`src/rtl/lfsr_pkg.sv`:
```
// Shared constants, FSM state type and LFSR next-state helper for the RNG arbiter.
package lfsr_pkg;

  localparam int LFSR_W = 64;
  localparam int TAP_A  = 63;
  localparam int TAP_B  = 62;
  localparam int TAP_C  = 60;
  localparam int TAP_D  = 59;

  // XNOR feedback: all-ones maps to itself and is never allowed in the register.
  localparam logic [LFSR_W-1:0] LOCKUP = 64'hFFFF_FFFF_FFFF_FFFF;

  typedef enum logic [1:0] {
    LOAD  = 2'd0,
    WARM  = 2'd1,
    READY = 2'd2,
    STEP  = 2'd3
  } state_t;

  function automatic logic [LFSR_W-1:0] lfsr_next(input logic [LFSR_W-1:0] s);
    return {s[LFSR_W-2:0], ~(s[TAP_A] ^ s[TAP_B] ^ s[TAP_C] ^ s[TAP_D])};
  endfunction

endpackage

```
`src/rtl/lfsr_rng_arbiter_if.sv`:
```
// Requester-side bus of the RNG arbiter: seeding, level requests, grants and words.
interface lfsr_rng_arbiter_if
  import lfsr_pkg::*;
#(
  parameter int NUM_REQ = 4
) ();

  logic               seed_valid;
  logic [LFSR_W-1:0]  seed;
  logic [NUM_REQ-1:0] req;
  logic [NUM_REQ-1:0] gnt;
  logic               rnd_valid;
  logic [LFSR_W-1:0]  rnd_data;
  logic               busy;
  logic               seed_err;

  modport master (
    output seed_valid, seed, req,
    input  gnt, rnd_valid, rnd_data, busy, seed_err
  );

  modport slave (
    input  seed_valid, seed, req,
    output gnt, rnd_valid, rnd_data, busy, seed_err
  );

endinterface

```
`src/rtl/lfsr64_step.sv`:
```
// 64-bit XNOR Fibonacci LFSR register with parallel load and step enable.
module lfsr64_step
  import lfsr_pkg::*;
#(
  parameter logic [LFSR_W-1:0] DEFAULT_SEED = '0
) (
  input  logic              clk,
  input  logic              reset,
  input  logic              load,
  input  logic              step,
  input  logic [LFSR_W-1:0] seed,
  output logic [LFSR_W-1:0] value
);

  // Load has priority over stepping; the register holds otherwise.
  always_ff @(posedge clk) begin
    if (reset) begin
      value <= DEFAULT_SEED;
    end else if (load) begin
      value <= seed;
    end else if (step) begin
      value <= lfsr_next(value);
    end
  end

endmodule

```
`src/rtl/lfsr_rng_arbiter.sv`:
```
// Round-robin server of pseudo-random words from one shared LFSR, with
// seed/warm-up/skip sequencing.
//
// state | meaning
// LOAD  | pending seed is written into the LFSR this cycle
// WARM  | LFSR steps WARMUP times before the first grant
// READY | idle, grants the next requester round-robin
// STEP  | LFSR steps SKIP times after a grant
module lfsr_rng_arbiter
  import lfsr_pkg::*;
#(
  parameter int                NUM_REQ      = 4,
  parameter int                SKIP         = 4,
  parameter int                WARMUP       = 16,
  parameter logic [LFSR_W-1:0] DEFAULT_SEED = 64'h0
) (
  input logic            clk,
  input logic            reset,
  lfsr_rng_arbiter_if.slave bus
);

  localparam int CNT_MAX = (SKIP > WARMUP) ? SKIP : WARMUP;
  localparam int CNT_W   = $clog2(CNT_MAX + 1);
  localparam int PTR_W   = $clog2(NUM_REQ);

  state_t             state;
  logic [CNT_W-1:0]   cnt;
  logic [PTR_W-1:0]   rr_ptr;
  logic [LFSR_W-1:0]  load_val;
  logic               load_bad;
  logic [LFSR_W-1:0]  lfsr_q;
  logic [NUM_REQ-1:0] gnt_q;
  logic               rnd_valid_q;
  logic [LFSR_W-1:0]  rnd_data_q;
  logic               seed_err_q;

  logic                 pick_found;
  logic [PTR_W-1:0]     pick_idx;
  logic [2*NUM_REQ-1:0] req_rot;
  logic                 lfsr_load;
  logic                 lfsr_step;

  // A seed pulse pre-empts both the pending load and any stepping in the same cycle.
  assign lfsr_load = (state == LOAD) && !bus.seed_valid;
  assign lfsr_step = ((state == WARM) || (state == STEP)) && !bus.seed_valid;

  lfsr64_step #(
    .DEFAULT_SEED (DEFAULT_SEED)
  ) u_lfsr (
    .clk   (clk),
    .reset (reset),
    .load  (lfsr_load),
    .step  (lfsr_step),
    .seed  (load_val),
    .value (lfsr_q)
  );

  // Round-robin pick: first set request at or after rr_ptr, wrapping.
  always_comb begin
    int sum;
    pick_found = 1'b0;
    pick_idx   = '0;
    sum        = 0;
    req_rot    = {bus.req, bus.req} >> rr_ptr;
    for (int i = 0; i < NUM_REQ; i++) begin
      if (!pick_found && req_rot[i]) begin
        pick_found = 1'b1;
        sum        = int'(rr_ptr) + i;
        if (sum >= NUM_REQ) sum = sum - NUM_REQ;
        pick_idx   = PTR_W'(sum);
      end
    end
  end

  // Sequencing FSM; grant, word and error pulse are registered here.
  always_ff @(posedge clk) begin
    if (reset) begin
      state       <= LOAD;
      cnt         <= '0;
      rr_ptr      <= '0;
      load_val    <= DEFAULT_SEED;
      load_bad    <= 1'b0;
      gnt_q       <= '0;
      rnd_valid_q <= 1'b0;
      rnd_data_q  <= '0;
      seed_err_q  <= 1'b0;
    end else begin
      gnt_q       <= '0;
      rnd_valid_q <= 1'b0;
      seed_err_q  <= 1'b0;
      if (bus.seed_valid) begin
        state    <= LOAD;
        cnt      <= '0;
        load_bad <= (bus.seed == LOCKUP);
        load_val <= (bus.seed == LOCKUP) ? DEFAULT_SEED : bus.seed;
      end else begin
        case (state)
          LOAD: begin
            seed_err_q <= load_bad;
            load_bad   <= 1'b0;
            if (WARMUP > 0) begin
              state <= WARM;
              cnt   <= CNT_W'(WARMUP);
            end else begin
              state <= READY;
            end
          end
          WARM, STEP: begin
            cnt <= cnt - CNT_W'(1);
            if (cnt == CNT_W'(1)) state <= READY;
          end
          READY: begin
            if (pick_found) begin
              gnt_q       <= NUM_REQ'(1) << pick_idx;
              rnd_valid_q <= 1'b1;
              rnd_data_q  <= lfsr_q;
              rr_ptr      <= (pick_idx == PTR_W'(NUM_REQ - 1)) ? '0 : pick_idx + PTR_W'(1);
              state       <= STEP;
              cnt         <= CNT_W'(SKIP);
            end
          end
          default: state <= LOAD;
        endcase
      end
    end
  end

  assign bus.gnt       = gnt_q;
  assign bus.rnd_valid = rnd_valid_q;
  assign bus.rnd_data  = rnd_data_q;
  assign bus.seed_err  = seed_err_q;
  assign bus.busy      = (state != READY);

endmodule

```
`src/flat_wrapper.sv`:
```
// flat-port wrapper written by rule: the top's interface ports become plain ports
module lfsr_rng_arbiter_flat import lfsr_pkg::*;
#(
  parameter int                NUM_REQ      = 4,
  parameter int                SKIP         = 4,
  parameter int                WARMUP       = 16,
  parameter logic [LFSR_W-1:0] DEFAULT_SEED = 64'h0
)
  (clk, reset, bus_seed_valid, bus_seed, bus_req, bus_gnt, bus_rnd_valid, bus_rnd_data, bus_busy, bus_seed_err);
  lfsr_rng_arbiter_if #(.NUM_REQ(NUM_REQ)) bus_i ();
  input logic clk;
  input logic reset;
  input wire logic [$bits(bus_i.seed_valid)-1:0] bus_seed_valid;
  input wire logic [$bits(bus_i.seed)-1:0] bus_seed;
  input wire logic [$bits(bus_i.req)-1:0] bus_req;
  output wire logic [$bits(bus_i.gnt)-1:0] bus_gnt;
  output wire logic [$bits(bus_i.rnd_valid)-1:0] bus_rnd_valid;
  output wire logic [$bits(bus_i.rnd_data)-1:0] bus_rnd_data;
  output wire logic [$bits(bus_i.busy)-1:0] bus_busy;
  output wire logic [$bits(bus_i.seed_err)-1:0] bus_seed_err;
  assign bus_i.seed_valid = bus_seed_valid;
  assign bus_i.seed = bus_seed;
  assign bus_i.req = bus_req;
  assign bus_gnt = bus_i.gnt;
  assign bus_rnd_valid = bus_i.rnd_valid;
  assign bus_rnd_data = bus_i.rnd_data;
  assign bus_busy = bus_i.busy;
  assign bus_seed_err = bus_i.seed_err;
  lfsr_rng_arbiter #(.NUM_REQ(NUM_REQ), .SKIP(SKIP), .WARMUP(WARMUP), .DEFAULT_SEED(DEFAULT_SEED)) u_core (.clk(clk), .reset(reset), .bus(bus_i));
endmodule
```
`config.mk`:
```
export PLATFORM = sky130hd
export DESIGN_NAME = lfsr_rng_arbiter_flat
export DESIGN_NICKNAME = d
export VERILOG_FILES = /design/src/rtl/lfsr_pkg.sv /design/src/rtl/lfsr_rng_arbiter_if.sv /design/src/rtl/lfsr64_step.sv /design/src/rtl/lfsr_rng_arbiter.sv /design/src/flat_wrapper.sv
export SDC_FILE = /design/constraint.sdc
export NUM_CORES = 1
export LEC_CHECK = 0
export ABC_AREA = 1
export BUFFER_PORTS_ARGS = -buffer_cell sky130_fd_sc_hd__buf_2
export CORE_UTILIZATION = 47
export CTS_CLUSTER_DIAMETER = 40
export DETAILED_ROUTE_END_ITERATION = 12
export GPL_ROUTABILITY_DRIVEN = 0
export PLACE_DENSITY_LB_ADDON = 0.12
export SYNTH_ARGS = -nofsm -noshare
export SYNTH_HDL_FRONTEND = slang
export SYNTH_HIERARCHICAL = 1
export SYNTH_SLANG_ARGS = --single-unit
```
`constraint.sdc`:
```
create_clock -name clk -period 2.3 [get_ports clk]
set_clock_uncertainty 0.2 [all_clocks]
set_input_delay 0.46 -clock clk [delete_from_list [all_inputs] [get_ports clk]]
set_output_delay 0.46 -clock clk [all_outputs]
set_load 0.02 [all_outputs]
```
; Word-level counts from Yosys, hierarchy flattened
; Cells that the tools add are included.
[classes]
n_addsub = 9
order_cmp = 4
n_eq_ne = 9
n_shift = 2
mux = 24
n_bitwise = 8
reduce_logical = 20
[ops]
columns = operator, count
row1 = 64-bit 2-to-1 mux, 3
row2 = 64-bit equality test (second input constant), 1
row3 = 2-bit 2-to-1 mux, 11
row4 = 5-bit one-hot mux with 3 select lines, 1
row5 = 3-bit greater-or-equal comparator (second input constant), 3
row6 = 8-bit by 2-bit >> shifter with 4-bit output, 1
row7 = 2-bit by 1-bit subtractor with 2-bit output (second input constant), 4
row8 = 1-bit 2-to-1 mux, 7
row9 = 2-bit by 2-bit adder with 3-bit output (second input constant), 2
row10 = 2-bit equality test (second input constant), 3
row11 = 2-bit one-hot mux with 3 select lines, 1
row12 = 3-bit OR reduction, 2
row13 = 5-bit by 1-bit equality test with 1-bit output (second input constant), 1
row14 = 1-bit logical AND, 5
row15 = 5-bit 2-to-1 mux, 1
row16 = 1-bit inverter, 5
row17 = 5-bit by 1-bit subtractor with 5-bit output (second input constant), 1
row18 = 1-bit zero test, 4
row19 = 2-bit by 1-bit inequality test with 1-bit output (second input constant), 2
row20 = 2-bit nonzero test, 2
row21 = 2-bit OR reduction, 2
row22 = 4-bit OR reduction, 1
row23 = 1-bit by 2-bit left shift with 4-bit output (first input constant), 1
row24 = 2-bit by 1-bit adder with 3-bit output (second input constant), 1
row25 = other kinds (9), 11
[word_totals]
reg_bits = 208
input_bits = 71
out_inout_bits = 71
wordCells = 86

; Logic depth before layout (Yosys ltp)
; Gate-level depths: netlist of run 1.
[depth]
depth_word = 13
mapped_depth = 15
mapped_depth_nobuf = 13

; Cells and area by module
; Netlist of run 1, hierarchy kept.
[modules_own_cells]
columns = module, instances, cells_each, area_per_inst_um2
row1 = lfsr_rng_arbiter, 1, 864, 6347.3
row2 = lfsr64_step, 1, 488, 3020.4

; Least setup slack after synthesis of run 1
; Ideal clock, no wire load.
[synth_timing]
path_kind = in2reg
startpoint = in bus_seed_valid
endpoint = reg u_core.u_lfsr.value[10]
setup_time_ns = 0.110
t_arrival_ns = 1.926
t_required_ns = 1.990
setup_slack_ns = 0.064
stages = 10
path_buffers = 5
cell_sequence = clkbuf_1 -> clkbuf_1 -> buf_1 -> nor2_1 -> buf_4 -> buf_4 -> nand2_1 -> nand3_1 -> nand2_1 -> inv_1
[synth_via]
elab_chain_len = 3
[synth_lines]
columns = item, line_no
row1 = start: declaration, flat_wrapper.sv:13  ; input wire logic [$bits(bus_i.seed_valid)-1:0] bus_seed_valid;
row2 = 1-bit zero test *, lfsr_rng_arbiter.sv:44  ; assign lfsr_load = (state == LOAD) && !bus.seed_valid;
row3 = 1-bit logical AND *, lfsr_rng_arbiter.sv:44
row4 = net u_core.lfsr_load, lfsr_rng_arbiter.sv:40  ; logic lfsr_load;
row5 = 64-bit 2-to-1 mux / 2-bit nonzero test (equally long branches), --
row6 = end signal: assignment, lfsr64_step.sv:22  ; value <= lfsr_next(value);
row7 = end: declaration, lfsr64_step.sv:12  ; output logic [LFSR_W-1:0] value
; Mark *: on every way through the listed nets, which the timed path passes. The rest lies on a longest branch.
; A chain may end at the register's enable or synchronous reset.

; Worst setup path in the final report of run 1
[layout_timing]
startpoint = reg u_core.rr_ptr[1]
endpoint = reg u_core.rnd_data_q[29] (netlist: u_core/bus.rnd_data[29])
[layout_via]
elab_chain_len = 12
[layout_lines]
columns = item, line_no
row1 = start: declaration, lfsr_rng_arbiter.sv:28  ; logic [PTR_W-1:0] rr_ptr;
row2 = start signal: assignment, lfsr_rng_arbiter.sv:117  ; rr_ptr <= (pick_idx == PTR_W'(NUM_REQ - 1)) ? '0 : pick_idx + PTR_W'(1);
row3 = 8-bit by 2-bit >> shifter with 4-bit output *, lfsr_rng_arbiter.sv:64  ; req_rot = {bus.req, bus.req} >> rr_ptr;
row4 = 1-bit 2-to-1 mux, lfsr_rng_arbiter.sv:66  ; if (!pick_found && req_rot[i]) begin
row5 = 1-bit zero test, lfsr_rng_arbiter.sv:66
row6 = 1-bit logical AND, lfsr_rng_arbiter.sv:66
row7 = 1-bit 2-to-1 mux, lfsr_rng_arbiter.sv:66
row8 = 1-bit zero test, lfsr_rng_arbiter.sv:66
row9 = 1-bit logical AND, lfsr_rng_arbiter.sv:66
row10 = 1-bit 2-to-1 mux, lfsr_rng_arbiter.sv:66
row11 = 1-bit zero test, lfsr_rng_arbiter.sv:66
row12 = 1-bit logical AND, lfsr_rng_arbiter.sv:66
row13 = 1-bit 2-to-1 mux *, lfsr_rng_arbiter.sv:66
row14 = 3-bit AND reduction (no line) *, --
row15 = end signal: assignment, lfsr_rng_arbiter.sv:116  ; rnd_data_q <= lfsr_q;
row16 = end: declaration, lfsr_rng_arbiter.sv:34  ; logic [LFSR_W-1:0] rnd_data_q;
; Every way passes the cells marked *; elsewhere a longest branch is shown, timed or not.

==> results of run 1 <==
## layout make-up
| class | instances | area (um^2) | share of cell area |
|---|---|---|---|
| multi-input cells | 907 | 4170 | 0.365 |
| flip-flops and latches | 208 | 4170 | 0.364 |
| repair buffers | 166 | 1050 | 0.0921 |
| clock buffers | 34 | 807 | 0.0706 |
| inverters | 160 | 606 | 0.0530 |
| well taps | 265 | 332 | 0.0290 |
| clock inverters | 24 | 299 | 0.0262 |
## power breakdown
part,internal [uW],switching [uW]
Sequential,3710,66.9
Clock,3130,1780
Combinational,209,381
Total,7050,2230
## synthesized netlist by cell type (all sizes together), types with 2 or more instances
| cell | count |
|---|---|
| ha | 2 |
| nor3 | 5 |
| dfxtp | 208 |
| nand2 | 561 |
| buf | 56 |
| a21oi | 75 |
| o211ai | 2 |
| xor2 | 2 |
| o21ai | 9 |
| nor2 | 88 |
| nand3 | 142 |
| inv | 160 |
| nand4 | 16 |
| clkbuf | 21 |
## kinds of logic (layout without fill, tap and decap cells)
family / Yosys count / count (layout) / share of synthesized area
buffers and inverters: 237 / 384 / 0.113
AOI/OAI and AO/OA: 88 / 88 / 0.0680
xor gates and xnor gates: 3 / 3 / 0.00281
DFF: 208 / 208 / 0.445
and+or+nand+nor: 814 / 814 / 0.369
adders and majority gates: 2 / 2 / 0.00267
## worst register-to-register path: stages (launching register included)
cell	delay, ns
dfxtp_1	0.46
inv_1	0.14
nand3_1	0.12
nand2_2	0.09
nor2_4	0.16
nand3_2	0.11
nand3_4	0.11
buf_16	0.34
nand2_2	0.15
a21oi_2	0.16
## final timing paths
kind,from,to,slack [ns],cells after the start
max reg2reg,u_core/rr_ptr[1]$_SDFFE_PP0P_,u_core/bus.rnd_data[29]$_SDFFE_PP0P_,0.18,9
min reg2reg,u_core/load_val[32]$_SDFFE_PP0P_,u_core/load_val[32]$_SDFFE_PP0P_,0.25,2
min,bus_seed[48],u_core/load_val[48]$_SDFFE_PP0P_,0.02,5
max,u_core/rr_ptr[1]$_SDFFE_PP0P_,u_core/bus.rnd_data[29]$_SDFFE_PP0P_,0.18,9
## metrics by stage
step	total power, uW	setup slack, ns	instance area (um^2)	hold slack (ns)	setup TNS, ns
floorplan	4220	0.0636	9370	0.217	0
global placement	4440	0.0128	10300	0.237	0
detailed placement	4440	-0.00282	10300	0.240	-0.00282
CTS	9360	0.0865	11400	0.00833	0
global route	9620	0.0127	11400	0.0347	0
finish	9280	0.179	11400	0.0230	0
## routing by layer
metal,track usage,vias to the layer above,wire (um)
li1,-,4391,-
met1,0.298,3859,10700
met2,0.387,219,10500
met3,0.0359,24,1400
met4,0.0515,2,293
met5,0,-,13
## cells in the final DEF (no fill, tap or decap), types with 2 or more instances in the layout
cell / count
nand2_1: 508
dfxtp_1: 207
inv_1: 154
buf_2: 140
nand3_1: 139
nor2_1: 82
nand2_2: 53
a21oi_2: 50
clkbuf_16: 31
a21oi_1: 25
nand4_1: 16
buf_4: 14
buf_12: 11
o21ai_0: 8
clkinv_2: 6
nor2_4: 6
clkinvlp_4: 5
clkinv_4: 5
bufinv_16: 5
nor3_1: 5
inv_2: 4
inv_6: 2
clkbuf_8: 2
inv_4: 2
nand3_2: 2
xor2_1: 2
ha_1: 2
o211ai_1: 2
## state kept, by name (all words and copies together), names as in the netlist
register,count
u_core/bus.gnt,4
u_core/rr_ptr,2
u_core/u_lfsr/value,64
u_core/bus.seed_err,1
u_core/bus.rnd_data,64
u_core/load_bad,1
u_core/state,2
u_core/cnt,5
u_core/bus.rnd_valid,1
u_core/load_val,64
==> flow_summary_export.csv, run 1 <==
group,metric,value,unit
detailed_routing,drc_errors,0,
die,rows,51,
yosys,synth-seq-cells,208,
global_route,grt_pass1_vias,7939,
yosys,avgSynthCellArea,6.93,um^2
placement,place_hpwl,14.5,mm
sta,min_period,2.12,ns
sta,finalHoldViolCount,0,
detailed_routing,drtIter0Drc,430,
die,core_area,19500,um^2
worst_setup_path,cp_slowest_cell,"dfxtp_1",
worst_setup_path,critPathMaxFanout,65,
sta,maxSlewHeadroom,0.689,
yosys,syn_nets,1425,
clocking,post_cts_buffers,0,
clocking,cts.path.max_buffers,3,
detailed_routing,num_vias,8495,
yosys,synth_cells,1352,
sta,finalSetupViolCount,0,
hold_path,hp-class,"in -> reg",
yosys,synth-seq-area-share,0.445,
yosys,synth_area_leaders,"dfxtp_1, nand2_1, nand3_1",
die,dieArea,20500,um^2
global_route,grt_pass1_wl,37.8,mm
worst_setup_path,crit_type,"reg -> reg",
final_layout,fillers,1913,
worst_setup_path,worstPathArrival,2.40,ns
worst_setup_path,crit_buf_inv,2,
global_route,antenna_found_initial,1,
run,drv_cap,0,
worst_setup_path,crit_path_max_incr_delay,0.46,ns
detailed_routing,final_antenna_net_count,0,
clocking,clock_latency,0.55,ns
yosys,ys.flop_type,"dfxtp_1",
worst_setup_path,startpoint_type,"register",
clocking,root_buffer,"clkbuf_16",
worst_setup_path,cp_top_family,"simple AND/OR/NAND/NOR gates",
final_layout,drive_above_1_share,0.229,
placement,dpl.cell_count,1706,
global_route,grt.total_usage,0.226,
die,io_pins,142,
clocking,cts_inserted_buffers,31,
clocking,cts_hold_buffers,0,
power_and_ir_drop,power.density,811,nW/um^2
detailed_routing,routedWlPerCell,13.0,um
placement,port_buffers,141,
worst_setup_path,end_kind,"register",
final_layout,fin_cells,1764,
yosys,synth_top_area_share,0.445,
sta,fmax,0.471,GHz
die,die_x,143,um
yosys,synth_area,9370,um^2
sta,finalCritPeriodShare,0.922,
final_layout,area_growth,22.1,%
die,die_h,143,um
power_and_ir_drop,p_leak,0.00568,uW
global_route,overflow,0,
final_layout,postLayoutCoreUtil,0.586,
detailed_routing,avgViaCountPerCell,4.82,
yosys,ys_warn_count,6,
clocking,cts.htree.levels,1,
global_route,grt_max_degree,66,
sta,finalMaxSlewViolations,0,
worst_setup_path,critPathMostFrequentCell,"nand2_2",
power_and_ir_drop,ir_drop,644,uV
worst_setup_path,critical_path_required,2.58,ns
detailed_routing,first_pass_iters,6,
outcome,status,"finished, final reports clean",
die,start_util,0.480,
sta,rsz0062_at_grt,"false",
final_layout,final_nets,1547,
yosys,synth_cell_types,31,
worst_setup_path,cp_cell_sequence,"inv_1 > nand3_1 > nand2_2 > nor2_4 > nand3_2 > nand3_4 > buf_16 > nand2_2 > a21oi_2",
sta,worstMarginPinSlew,0.463,ns
yosys,yosys.area.top_type,"dfxtp_1",
final_layout,num_antenna_cells,0,
clocking,cts_tree,"built",
clocking,clk_pin_slew,0.06,ns
yosys,synth_edf_count,0,
detailed_routing,routed_wl,22.9,mm
clocking,cts.sink_count,208,
clocking,cts_resized,0,
yosys,async_flop_share,0,
Note: power is estimated with default switching activity, not from simulation.
==> run 2: changes to the inputs <==
PLACE_DENSITY = 0.77   (was default)
PLACE_DENSITY_LB_ADDON = default   (was 0.12)
==> run 2 against run 1 <==
Maximum frequency rose by 0.61%. Via count up 0.33%. Total power decreased by 8.4%. First-iteration DRC count is 2.1% higher. Register-to-register slack better by 0.07 ns. Clock power shrank 16%. Global-route usage is 0.67 points lower. Largest power group unchanged.
==> flow_summary_export.csv, run 2 (same netlist as run 1, synthesis figures left out) <==
group,metric,value,unit
outcome,status,"finished, final reports clean",
clocking,cts_tree,"built",
worst_setup_path,end_kind,"output port",
clocking,cts.sink_count,208,
worst_setup_path,cp_cell_sequence,"nor2_1 > inv_1 > buf_2",
final_layout,num_antenna_cells,0,
final_layout,fin_cells,1756,
clocking,clock_latency,0.53,ns
hold_path,hold_end,"u_core/load_val[50]$_SDFFE_PP0P_",
power_and_ir_drop,ir_drop,493,uV
sta,finalMaxSlewViolations,0,
global_route,antenna_found_initial,0,
worst_setup_path,crit_path_max_incr_delay,0.36,ns
sta,finalSetupViolCount,0,
worst_setup_path,rr_worst_depth,10,
detailed_routing,final_antenna_net_count,0,
sta,fmax,0.474,GHz
clocking,post_cts_buffers,0,
hold_path,hp-class,"in -> reg",
die,die_x,143,um
worst_setup_path,timing.rr.start,"u_core/rr_ptr[1]$_SDFFE_PP0P_",
worst_setup_path,worstPathArrival,1.45,ns
power_and_ir_drop,p_leak,0.00556,uW
die,dieArea,20500,um^2
placement,port_buffers,141,
final_layout,final_nets,1543,
hold_path,hold-path-cell-count,5,
sta,maxSlewHeadroom,0.591,
hold_path,hold_start,"bus_seed[50]",
clocking,cts.path.max_buffers,3,
worst_setup_path,startpoint_type,"register",
detailed_routing,routedWlPerCell,12.7,um
detailed_routing,drc_errors,0,
global_route,grt_pass1_vias,7800,
final_layout,fillers,1880,
final_layout,area_growth,19.4,%
die,die_h,143,um
power_and_ir_drop,power.density,760,nW/um^2
final_layout,final_common_cell,"nand2_1",
global_route,grt_max_degree,64,
global_route,overflow,0,
worst_setup_path,r2r_setup_slack,0.25,ns
detailed_routing,avgViaCountPerCell,4.85,
worst_setup_path,cp_top_family,"flip-flops",
sta,rsz0062_at_grt,"false",
die,io_pins,142,
die,start_util,0.480,
placement,place_hpwl,14.8,mm
detailed_routing,drtIter0Drc,439,
final_layout,drive_above_1_share,0.222,
worst_setup_path,reg2reg_to,"u_core/rr_ptr[1]$_SDFFE_PP0P_",
die,rows,51,
placement,dpl.cell_count,1704,
final_layout,final_cell_mix,"nand2_1, dfxtp_1, inv_1, buf_2, nand3_1",
clocking,cts_inserted_buffers,28,
die,core_area,19500,um^2
sta,min_period,2.11,ns
sta,worstMarginPinSlew,0.613,ns
run,drv_cap,0,
clocking,root_buffer,"clkbuf_16",
worst_setup_path,critPathMaxFanout,6,
detailed_routing,first_pass_iters,4,
sta,finalHoldViolCount,0,
worst_setup_path,crit_type,"reg -> out",
final_layout,stdcell_area,11200,um^2
detailed_routing,routed_wl,22.4,mm
detailed_routing,num_vias,8523,
sta,finalCritPeriodShare,0.917,
worst_setup_path,cp_slowest_cell,"dfxtp_1",
placement,place_area,10300,um^2
clocking,clk_pin_slew,0.06,ns
worst_setup_path,critical_path_required,1.64,ns
worst_setup_path,crit_buf_inv,2,
clocking,cts.htree.levels,1,
global_route,grt.total_usage,0.220,
global_route,grt_pass1_wl,36.6,mm
-- run 2: per-stage QoR --
step           utilization  power, uW  setup TNS, ns  hold slack [ns]  worst slack (ns)
2_1_floorplan            -       4220              0            0.217            0.0636
3_3_place_gp         0.526       4410         -0.668            0.237           -0.0371
3_5_place_dp         0.526       4430          -1.41            0.239           -0.0547
4_1_cts              0.573       8560              0           0.0444             0.163
5_1_grt              0.573       8820              0           0.0691            0.0684
6_report             0.573       8500              0           0.0538             0.191
-- run 2: worst max-delay path by stage --
stage | from | endpoint | cells after the start
finish | u_core/state[0]$_SDFFE_PP0P_ | bus_busy | 3
global route | u_core/state[1]$_SDFFE_PP0P_ | bus_busy | 4
CTS | u_core/state[0]$_SDFFE_PP0P_ | bus_busy | 3
detailed placement | bus_seed[31] | u_core/load_val[14]$_SDFFE_PP0P_ | 9
global placement | bus_seed[31] | u_core/load_val[4]$_SDFFE_PP0P_ | 9
floorplan | bus_seed_valid | u_core/u_lfsr/value[10]$_SDFFE_PP0P_ | 10
-- run 2: layer usage --
metal | vias to the layer above | share of wire | track usage
li1 | 4382 | - | -
met1 | 3857 | 0.46 | 0.289
met2 | 250 | 0.46 | 0.376
met3 | 34 | 0.055 | 0.0319
met4 | 0 | 0.017 | 0.0572
met5 | - | 0 | 0
-- run 2: layout make-up --
cell class                      count  area (um^2)  area share
Multi-Input combinational cell    907         4170       0.373
Sequential cell                   208         4170       0.372
Timing Repair Buffer              165         1000      0.0897
Clock buffer                       35          768      0.0687
Inverter                          160          603      0.0539
Tap cell                          265          332      0.0296
Clock inverter                     16          141      0.0126
-- run 2: where the power goes --
group,switching (uW),total (uW),internal (uW)
sequential,67.8,3780,3710
clock,1640,4140,2500
combinational,377,578,201
-- run 2: what timing repair did --
item	CTS	global route
endpoints found under the setup margin	0	3
resized for setup	0	1
hold endpoints to repair	1	0
hold buffers	1	0
-- run 2: tightest hold or removal path: stages --
cell and delay [ns]:
buf_2 0.10, inv_1 0.04, nor2_1 0.04, nand3_1 0.05
nand2_1 0.04
==> run 3: changes to the inputs <==
ABC_AREA = default   (was 1)
SLEW_MARGIN = 15   (was default)
==> run 3 against run 2 <==
Via count fell by 22%. Total power rose by 7.0%. Sequential share of layout area rose by 0.56 points. Die area fell by 10%.
==> flow_summary_export.csv, run 3 <==
group,metric,value,unit
final_layout,final_nets,1076,
sta,fin_setup_tns,0,ns
worst_setup_path,cp_cell_sequence,"dlygate4sd3_1 > buf_2 > nand4_1 > nor4_2 > buf_4 > nand4_1 > nor3b_2 > buf_12 > a22o_1",
final_layout,final_common_cell,"dfxtp_1",
sta,setup_slack,0.0667,ns
die,dieArea,18400,um^2
detailed_routing,routed_wl,21.8,mm
sta,maxSlewHeadroom,0.598,
placement,port_buffers,141,
clocking,clock_latency,0.53,ns
hold_path,hold_end,"u_core/load_val[44]$_SDFFE_PP0P_",
worst_setup_path,reg2reg_to,"u_core/u_lfsr/value[57]$_SDFFE_PP0P_",
die,start_util,0.483,
die,io_pins,142,
worst_setup_path,worstPathArrival,2.49,ns
yosys,syn_nets,882,
worst_setup_path,critPathMostFrequentCell,"nand4_1",
sta,min_period,2.23,ns
detailed_routing,final_antenna_net_count,0,
sta,finalSetupViolCount,0,
sta,finalMaxSlewViolations,0,
detailed_routing,drc_errors,0,
yosys,avgSynthCellArea,10.4,um^2
yosys,synth_top_area_share,0.497,
yosys,synth_cell_types,45,
worst_setup_path,cp_slowest_cell,"dlygate4sd3_1",
clocking,clk_pin_slew,0.05,ns
yosys,synth-seq-area-share,0.497,
yosys,async_flop_share,0,
clocking,cts.path.max_buffers,3,
yosys,synth-seq-cells,208,
sta,finalHoldViolCount,0,
worst_setup_path,critPathMaxFanout,22,
yosys,synth_area_leaders,"dfxtp_1, mux2_4, mux2i_1",
global_route,antenna_found_initial,1,
final_layout,fin_cells,1250,
sta,fmax,0.448,GHz
hold_path,hold-path-cell-count,2,
yosys,yosys.area.top_type,"dfxtp_1",
worst_setup_path,crit_type,"in -> reg",
placement,dpl.cell_count,1137,
outcome,status,"finished, final reports clean",
clocking,root_buffer,"clkbuf_16",
global_route,grt_pass1_wl,34.4,mm
global_route,overflow,0,
worst_setup_path,startpoint_type,"input pin",
power_and_ir_drop,ir_drop,596,uV
detailed_routing,first_pass_iters,4,
placement,place_hpwl,13.2,mm
sta,finalCritPeriodShare,0.971,
die,rows,48,
worst_setup_path,crit_buf_inv,4,
detailed_routing,num_vias,6685,
yosys,synth_edf_count,0,
worst_setup_path,crit_cells,9,
global_route,grt.total_usage,0.235,
worst_setup_path,critical_path_required,2.56,ns
placement,dp_worst_setup_slack,-0.0693,ns
yosys,synth_cells,809,
detailed_routing,avgViaCountPerCell,5.35,
placement,place_area,9360,um^2
clocking,cts_inserted_buffers,27,
sta,worstMarginPinSlew,0.601,ns
hold_path,hold_start,"bus_seed[44]",
worst_setup_path,end_kind,"register",
yosys,synth.most_common_cell,"dfxtp_1",
final_layout,final_cell_mix,"dfxtp_1, buf_2, nand2_1, nor2_1, a22o_1",
worst_setup_path,timing.rr.start,"u_core/state[0]$_SDFFE_PP0P_",
power_and_ir_drop,p_leak,0.00461,uW
yosys,ys.flop_type,"dfxtp_1",
die,die_x,136,um
run,drv_cap,0,
clocking,cts.htree.levels,1,
worst_setup_path,crit_path_max_incr_delay,0.54,ns
global_route,grt_max_degree,73,
yosys,ys_warn_count,6,
die,core_area,17400,um^2
die,die_h,136,um
power_and_ir_drop,power.density,826,nW/um^2
yosys,synth_common_cells,"dfxtp_1, nand2_1, nor2_1",
worst_setup_path,rr_worst_depth,6,
final_layout,stdcell_area,11000,um^2
detailed_routing,routedWlPerCell,17.4,um
detailed_routing,drtIter0Drc,360,
worst_setup_path,r2r_setup_slack,0.18,ns
worst_setup_path,cp_top_family,"buffers and inverters",
yosys,synth_area,8380,um^2
power_and_ir_drop,total_power,9100,uW
clocking,cts_tree,"built",
final_layout,drive_above_1_share,0.321,
final_layout,area_growth,31.4,%
global_route,grt_pass1_vias,6627,
hold_path,hp-class,"in -> reg",
clocking,cts.sink_count,208,
[run 3: changes by cell type after synthesis, sizes merged, moves of 7 or more]
cell / previous run / this run
nand2: 561 / 131
inv: 160 / 6
nand3: 142 / 1
a22o: 0 / 64
mux2: 0 / 63
mux2i: 0 / 63
buf: 56 / 32
nor2: 88 / 80
nor4: 1 / 8
[run 3: worst max path at each step]
stage	from	to	slack [ns]
CTS	bus_seed[42]	u_core/load_val[30]$_SDFFE_PP0P_	0.01
detailed placement	bus_seed[34]	u_core/load_val[62]$_SDFFE_PP0P_	-0.07
global route	bus_seed[30]	u_core/load_val[49]$_SDFFE_PP0P_	-0.004
floorplan	bus_req[0]	u_core/bus.rnd_data[21]$_SDFFE_PP0P_	0.37
finish	bus_seed[30]	u_core/load_val[49]$_SDFFE_PP0P_	0.07
global placement	bus_seed[32]	u_core/load_val[26]$_SDFFE_PP0P_	-0.05
[run 3: final cells by class]
| cell class | instances | area, um^2 |
|---|---|---|
| clock buffers | 29 | 703 |
| multi-input cells | 536 | 3890 |
| clock inverters | 21 | 304 |
| flip-flops and latches | 208 | 4160 |
| well taps | 225 | 282 |
| repair buffers | 224 | 1650 |
| fillers | 1326 | 6340 |
| inverters | 6 | 22.5 |
| diodes | 1 | 2.50 |
[run 3: power breakdown]
| part | total [uW] | internal (uW) | leakage [uW] | switching [uW] |
|---|---|---|---|---|
| sequential | 3800 | 3710 | 0.00169 | 84.5 |
| combinational | 649 | 339 | 0.00243 | 309 |
| clock | 4650 | 2930 | 0.000484 | 1720 |
[run 3: routing by layer]
layer | wire length [um] | GRT usage | up-vias
met5 | 0 | 0 | -
met2 | 10100 | 0.379 | 219
met1 | 9550 | 0.304 | 3177
met3 | 1190 | 0.0434 | 67
met4 | 950 | 0.109 | 0
li1 | - | - | 3222
[run 3: logic make-up (layout without fill, tap and decap cells)]
logic type / after synthesis / in the layout / synth area share
buf+inv: 65 / 280 / 0.0460
other cells: 0 / 1 / 0
mux: 126 / 126 / 0.181
xor+xnor: 4 / 4 / 0.00418
flops: 208 / 208 / 0.497
fa+ha+maj: 2 / 2 / 0.00299
simple gates: 255 / 255 / 0.137
compound gates: 149 / 149 / 0.132
[run 3: timing repair]
action | 4_1_cts | 5_1_grt
endpoints found under the setup margin | 0 | 65
hold buffers | 62 | 0
setup buffers | 0 | 0
hold endpoints to repair | 62 | 0
resized for setup | 0 | 4
[run 3: worst reg2reg max path, cell delays in order (launching register included)]
cell     delay (ns)
dfxtp_1        0.47
inv_2          0.16
nor2_4         0.14
buf_12         0.30
mux2_2         0.41
mux2i_1        0.22
nor2_1         0.10
[run 3: metrics by stage]
stage          hold slack (ns)   util
4_1_cts                0.00744  0.633
3_5_place_dp             0.245  0.539
5_1_grt                 0.0210  0.635
3_3_place_gp             0.239  0.539
2_1_floorplan            0.237      -
6_report                0.0132  0.635
